## config.mk

```make
export PLATFORM = sky130hd
export DESIGN_NAME = regfile_sb
export DESIGN_NICKNAME = d
export VERILOG_FILES = /design/src/rtl/tisc_pkg.sv /design/src/rtl/rf_scoreboard.sv /design/src/rtl/regfile_sb.sv
export SDC_FILE = /design/constraint.sdc
export NUM_CORES = 1
export LEC_CHECK = 0
export CAP_MARGIN = 30
export CORE_MARGIN = 2
export CORE_UTILIZATION = 35
export DETAILED_ROUTE_END_ITERATION = 10
export SYNTH_ARGS = -nofsm -noshare
export SYNTH_HDL_FRONTEND = slang
export SYNTH_SLANG_ARGS = --single-unit
export TNS_END_PERCENT = 100
```

## constraint.sdc

```tcl
create_clock -name clk -period 5.4 [get_ports clk]
set_input_delay 1.35 -clock clk [delete_from_list [all_inputs] [get_ports clk]]
set_output_delay 1.35 -clock clk [all_outputs]
set_load 0.005 [all_outputs]
```

## src/rtl/tisc_pkg.sv

```systemverilog
// Shared TISC core definitions: register-file defaults, clear FSM states,
// and the address-legality rule used by both the file and its scoreboard.
package tisc_pkg;

  localparam int unsigned RF_WIDTH = 8;
  localparam int unsigned RF_DEPTH = 8;

  typedef enum logic {
    CLEAR = 1'b0,
    RUN   = 1'b1
  } rf_state_t;

  // An address is live when it names a real entry and is not the hard-wired zero.
  function automatic logic rf_addr_ok(input int unsigned addr,
                                      input int unsigned depth,
                                      input bit          zero_reg);
    return (addr < depth) && !(zero_reg && (addr == 0));
  endfunction

endpackage

```

## src/rtl/rf_scoreboard.sv

```systemverilog
// Pending-write scoreboard: one busy bit per register, set on issue,
// cleared on writeback, with the issue-stall check against the pre-edge bit.
module rf_scoreboard
  import tisc_pkg::*;
#(
  parameter  int unsigned DEPTH    = RF_DEPTH,
  parameter  bit          ZERO_REG = 1'b1,
  localparam int unsigned AW       = $clog2(DEPTH)
) (
  input  logic          clk_i,
  input  logic          rst_i,
  input  logic          run_i,
  input  logic          wr_en_i,
  input  logic [AW-1:0] wr_addr_i,
  input  logic          iss_en_i,
  input  logic [AW-1:0] iss_addr_i,
  input  logic [AW-1:0] rd_addr_1_i,
  input  logic [AW-1:0] rd_addr_2_i,
  output logic          iss_stall_o,
  output logic          busy_1_o,
  output logic          busy_2_o
);

  logic [DEPTH-1:0] busy_q, busy_d;
  logic             wr_ok, iss_ok, rd1_ok, rd2_ok;

  assign wr_ok  = rf_addr_ok(32'(wr_addr_i), DEPTH, ZERO_REG);
  assign iss_ok = rf_addr_ok(32'(iss_addr_i), DEPTH, ZERO_REG);
  assign rd1_ok = rf_addr_ok(32'(rd_addr_1_i), DEPTH, ZERO_REG);
  assign rd2_ok = rf_addr_ok(32'(rd_addr_2_i), DEPTH, ZERO_REG);

  // Next busy vector: writeback clears first so a same-cycle issue to the
  // same register leaves it busy.
  always_comb begin
    busy_d = busy_q;
    if (run_i) begin
      if (wr_en_i && wr_ok) begin
        busy_d[wr_addr_i] = 1'b0;
      end
      if (iss_en_i && iss_ok && !busy_q[iss_addr_i]) begin
        busy_d[iss_addr_i] = 1'b1;
      end
    end
  end

  // Busy vector register; reset empties the scoreboard.
  always_ff @(posedge clk_i) begin
    if (rst_i) begin
      busy_q <= '0;
    end else begin
      busy_q <= busy_d;
    end
  end

  // Stall and read-side busy flags, all from the pre-edge busy bits.
  always_comb begin
    iss_stall_o = run_i && iss_en_i && iss_ok && busy_q[iss_addr_i];
    busy_1_o    = run_i && rd1_ok && busy_q[rd_addr_1_i];
    busy_2_o    = run_i && rd2_ok && busy_q[rd_addr_2_i];
  end

endmodule

```

## src/rtl/regfile_sb.sv

```systemverilog
// 2-read/1-write register file with clear-after-reset FSM, optional
// write-to-read bypass, optional hard-wired zero register and scoreboard.
module regfile_sb
  import tisc_pkg::*;
#(
  parameter  int unsigned WIDTH    = RF_WIDTH,
  parameter  int unsigned DEPTH    = RF_DEPTH,
  parameter  bit          ZERO_REG = 1'b1,
  parameter  bit          BYPASS   = 1'b1,
  localparam int unsigned AW       = $clog2(DEPTH)
) (
  input  logic             clk,
  input  logic             rst,
  output logic             ready,
  input  logic             wr_en,
  input  logic [AW-1:0]    wr_addr,
  input  logic [WIDTH-1:0] wr_data,
  input  logic             iss_en,
  input  logic [AW-1:0]    iss_addr,
  output logic             iss_stall,
  input  logic [AW-1:0]    rd_addr_1,
  output logic [WIDTH-1:0] rd_data_1,
  output logic             rd_busy_1,
  input  logic [AW-1:0]    rd_addr_2,
  output logic [WIDTH-1:0] rd_data_2,
  output logic             rd_busy_2
);

  localparam logic [AW-1:0] LAST_PTR = AW'(DEPTH - 1);

  rf_state_t        state_q, state_d;
  logic [AW-1:0]    clr_ptr_q, clr_ptr_d;
  logic [WIDTH-1:0] regs_q [DEPTH];
  logic             run, wr_hit, sb_busy_1, sb_busy_2;

  assign run    = (state_q == RUN);
  assign ready  = run;
  assign wr_hit = run && wr_en && rf_addr_ok(32'(wr_addr), DEPTH, ZERO_REG);

  rf_scoreboard #(
    .DEPTH    (DEPTH),
    .ZERO_REG (ZERO_REG)
  ) u_sb (
    .clk_i       (clk),
    .rst_i       (rst),
    .run_i       (run),
    .wr_en_i     (wr_en),
    .wr_addr_i   (wr_addr),
    .iss_en_i    (iss_en),
    .iss_addr_i  (iss_addr),
    .rd_addr_1_i (rd_addr_1),
    .rd_addr_2_i (rd_addr_2),
    .iss_stall_o (iss_stall),
    .busy_1_o    (sb_busy_1),
    .busy_2_o    (sb_busy_2)
  );

  // Clear FSM next state: walk every entry once, then open for traffic.
  always_comb begin
    state_d   = state_q;
    clr_ptr_d = clr_ptr_q;
    case (state_q)
      CLEAR: begin
        clr_ptr_d = clr_ptr_q + AW'(1);
        if (clr_ptr_q == LAST_PTR) begin
          state_d   = RUN;
          clr_ptr_d = '0;
        end
      end
      RUN:     state_d = RUN;
      default: state_d = CLEAR;
    endcase
  end

  // Clear FSM state register.
  always_ff @(posedge clk) begin
    if (rst) begin
      state_q   <= CLEAR;
      clr_ptr_q <= '0;
    end else begin
      state_q   <= state_d;
      clr_ptr_q <= clr_ptr_d;
    end
  end

  // Storage: zeroing walk while clearing, writeback once running.
  always_ff @(posedge clk) begin
    if (state_q == CLEAR) begin
      regs_q[clr_ptr_q] <= '0;
    end else if (wr_hit) begin
      regs_q[wr_addr] <= wr_data;
    end
  end

  // Read ports: a bypassed read sees the incoming data, so its busy bit
  // reads as already cleared by that write.
  always_comb begin
    rd_data_1 = '0;
    rd_busy_1 = 1'b0;
    if (run && rf_addr_ok(32'(rd_addr_1), DEPTH, ZERO_REG)) begin
      if (BYPASS && wr_hit && (wr_addr == rd_addr_1)) begin
        rd_data_1 = wr_data;
      end else begin
        rd_data_1 = regs_q[rd_addr_1];
        rd_busy_1 = sb_busy_1;
      end
    end
    rd_data_2 = '0;
    rd_busy_2 = 1'b0;
    if (run && rf_addr_ok(32'(rd_addr_2), DEPTH, ZERO_REG)) begin
      if (BYPASS && wr_hit && (wr_addr == rd_addr_2)) begin
        rd_data_2 = wr_data;
      end else begin
        rd_data_2 = regs_q[rd_addr_2];
        rd_busy_2 = sb_busy_2;
      end
    end
  end

endmodule

```

==> impl_metrics.env, run 1 <==
export IMPL_reg2reg_depth=3
export IMPL_ant_nets=0
export IMPL_areaGrowthSynthToFinish_pct=22.71
export IMPL_yosysSeqAreaShare_pct=50.82
export IMPL_numCtsBuffers=9
export IMPL_die_h_um=114.2
export IMPL_diodes=0
export IMPL_p_switching_uw=312.9
export IMPL_fp_dieW_um=114.2
export IMPL_place_congestion=0.7501
export IMPL_grt_usage_pct=16.83
export IMPL_worst_pin_slew_ns=1.022
export IMPL_p_per_area_nw_per_um2=270.3
export IMPL_grt_pass1_vias=2763
export IMPL_antenna_found_initial=0
export IMPL_rows=40
export IMPL_drive_gt1_share_pct=15.22
export IMPL_hold_violations=0
export IMPL_drv_slew=0
export IMPL_finalSetupViolCount=0
export IMPL_max_freq_mhz=194.4
export IMPL_grt_pass1_wl_mm=16.13
export IMPL_cp_end_kind="output port"
export IMPL_worst_path_max_fanout=9
export IMPL_synth_edf_count=64
export IMPL_synth_seq_cells=76
export IMPL_p_int_mw=1.098
export IMPL_placed_cells=466
export IMPL_die_area_um2=13050
export IMPL_stdcell_count=482
export IMPL_power_leakage_nw=1.898
export IMPL_port_buffers=43
export IMPL_cts_sinks=76
export IMPL_peakVddDrop_mv=0.1485
export IMPL_root_buffer="clkbuf_16"
export IMPL_status="completed"
export IMPL_switching_share_pct=22.18
export IMPL_hp_start="u_sb.busy_q[0]"
export IMPL_layout_nets=356
export IMPL_dp_hpwl_mm=6.838
export IMPL_p_seq_share_pct=47.4
export IMPL_ys_warn_count=0
export IMPL_drtIter0Drc=178
export IMPL_p_clk_share_pct=41.3
export IMPL_period_minus_slack_ns=5.143
export IMPL_num_io_pins=44
export IMPL_wl_mm=10.38
export IMPL_whs_endpoint="u_sb.busy_q[0]"
export IMPL_required_ns=4.05
export IMPL_ctsResizeCount=0
export IMPL_max_cap_violations=0
export IMPL_start_util_pct=35.56
export IMPL_crit_type="input port to output port"
export IMPL_rrSetupSlack_ns=2.61
export IMPL_holdWs_ns=0.5134
export IMPL_cts_max_path_buffers=2
export IMPL_tns_ns=0
export IMPL_avgSynthCellArea_um2=15.41
export IMPL_tritoncts="yes"
export IMPL_whs_path_depth=1
export IMPL_syn_instance_count=276
export IMPL_r2r_end="regs_q[2][2]"
export IMPL_synth_area_um2=4254
export IMPL_min_period_over_period_pct=95.24
export IMPL_synth_nets=302
export IMPL_synthArstFlopShare_pct=0
export IMPL_cts_max_level=3
export IMPL_path_clk_slew_ns=0.05
export IMPL_wire_per_inst_um=21.54
export IMPL_hold_class="flop to flop"
export IMPL_p_comb_share_pct=11.3
export IMPL_finish_instance_area_um2=5220
export IMPL_crit_arrival_ns=3.79
export IMPL_clk_latency_ns=0.34
export IMPL_ys_types=38
export IMPL_rr_startpoint="ready"
export IMPL_cts_setup_buffers=0
export IMPL_dr_pass1_iters=4
export IMPL_place_area_um2=4933
export IMPL_grt_start_max_net_pins=21
export IMPL_skew_ns=0.007135
export IMPL_core_area_um2=11960
export IMPL_rsz0062_at_grt="no"
export IMPL_vias=2782
export IMPL_slew_headroom_pct=31.61
export IMPL_grt_overflow_total=0
export IMPL_vias_per_cell=5.772
export IMPL_drc_errors=0
export IMPL_cp_start_kind="input port"
export IMPL_synth_ff_type="edfxtp_1"
export IMPL_cts_hold_buf=0
-- how the worst max path moves through the flow --
| stage | cells after the start | to | slack (ns) | start |
|---|---|---|---|---|
| 2_1_floorplan | 5 | rd_data_1[1] | 1.61 | rd_addr_1[0] |
| 3_3_place_gp | 7 | rd_data_1[5] | 0.45 | wr_addr[0] |
| 3_5_place_dp | 7 | rd_data_2[2] | 0.39 | wr_addr[0] |
| 4_1_cts | 7 | rd_data_1[5] | 0.28 | wr_addr[0] |
| 5_1_grt | 7 | rd_data_1[5] | 0.12 | wr_addr[0] |
| 6_report | 7 | rd_data_2[5] | 0.26 | wr_addr[0] |
-- state kept, by name, indices dropped and copies added, names as in the netlist --
signal and count:
ready 1, clr_ptr_q 3, u_sb.busy_q 8, regs_q 64
-- per-layer routing --
layer	wire length, um	track usage (%)	vias up	part of all wire, %
li1	-	-	1247	-
met1	4491	21.56	1423	43
met2	5207	28.25	95	50
met3	450	2.753	17	4.3
met4	229	7.480	0	2.2
met5	0	0	-	0
-- kinds of logic after synthesis --
family / after synthesis / synth area share, %
AO/OA/AOI/OAI: 21 / 3.676
XOR/XNOR: 6 / 1.235
adder cells (fa/ha/maj): 2 / 0.5881
buffers and inverters: 22 / 2.970
flip-flops: 76 / 50.82
multiplexers: 75 / 32.18
AND/OR/NAND/NOR: 74 / 8.529
-- cell usage after synthesis (3+ instances only) --
library cell | instances | area [um2]
clkbuf_1 | 8 | 30.03
nand3_1 | 4 | 20.02
buf_6 | 4 | 45.04
a21oi_1 | 4 | 20.02
mux2i_1 | 22 | 220.2
and2_1 | 8 | 50.05
o21ai_0 | 3 | 15.01
dfxtp_1 | 12 | 240.2
nor2b_1 | 4 | 25.02
nor3_1 | 6 | 30.03
nor2_1 | 35 | 131.4
inv_1 | 3 | 11.26
edfxtp_1 | 64 | 1922
buf_2 | 5 | 25.02
xor2_1 | 6 | 52.55
mux2_2 | 16 | 180.2
o31ai_1 | 3 | 22.52
nand3b_1 | 3 | 22.52
nand2_1 | 4 | 15.01
mux4_1 | 36 | 945.9
-- power by group through the flow --
stage	registers [mW]	logic (mW)	clock network, mW
6_report	0.668	0.159	0.583
2_1_floorplan	0.676	0.101	0
4_1_cts	0.669	0.160	0.590
5_1_grt	0.671	0.170	0.612
3_3_place_gp	0.679	0.158	0
3_5_place_dp	0.681	0.159	0
-- cell usage in the layout (no fill, tap or decap), types with 6 or more instances in the layout --
cell             count
mux2_2              16
buf_4               17
dfxtp_1             12
edfxtp_1            64
nor2_1              35
mux4_1              36
clkbuf_16            9
clkdlybuf4s50_1     43
nor3_1               6
mux2i_1             22
xor2_1               6
and2_1               8
-- metrics by stage --
step / total power [mW] / worst slack [ns] / utilization, %
final: 1.411 / 0.2572 / 43.64
after global routing: 1.453 / 0.1235 / 43.64
after CTS: 1.419 / 0.2832 / 43.64
after detailed placement: 0.8398 / 0.3857 / 41.24
after global placement: 0.8367 / 0.4526 / 41.24
after floorplan: 0.7774 / 1.608 / -
-- cell type report --
cell class	instances	area, um2
fill	1056	6741
clock buffer	12	236.5
inverter	3	11.26
tap	147	183.9
multi-input combinational	178	1978
timing repair buffer	62	598.1
sequential	76	2162
clock inverter	4	50.05
-- worst max-delay path, cell delays in order --
cell             delay, ns
clkdlybuf4s50_1       0.58
o311ai_1              0.66
nor4_2                0.12
buf_4                 0.23
mux2i_1               0.13
nor2_1                0.18
clkdlybuf4s50_1       0.54
No activity file was read; power rests on OpenSTA's default activity.
==> inputs of run 2 (changes only) <==
Settings changed: CAP_MARGIN 30 to not set, HOLD_SLACK_MARGIN set to 0.12, SKIP_LAST_GASP set to 1.
==> results of run 2 <==
Final layout, timing and power as in run 1 (identical DEF).
==> inputs of run 3 (changes only) <==
Settings changed: CTS_CLUSTER_DIAMETER set to 40, CTS_CLUSTER_SIZE set to 24.
==> results of run 3 <==
Final layout, timing and power as in run 1 (identical DEF).
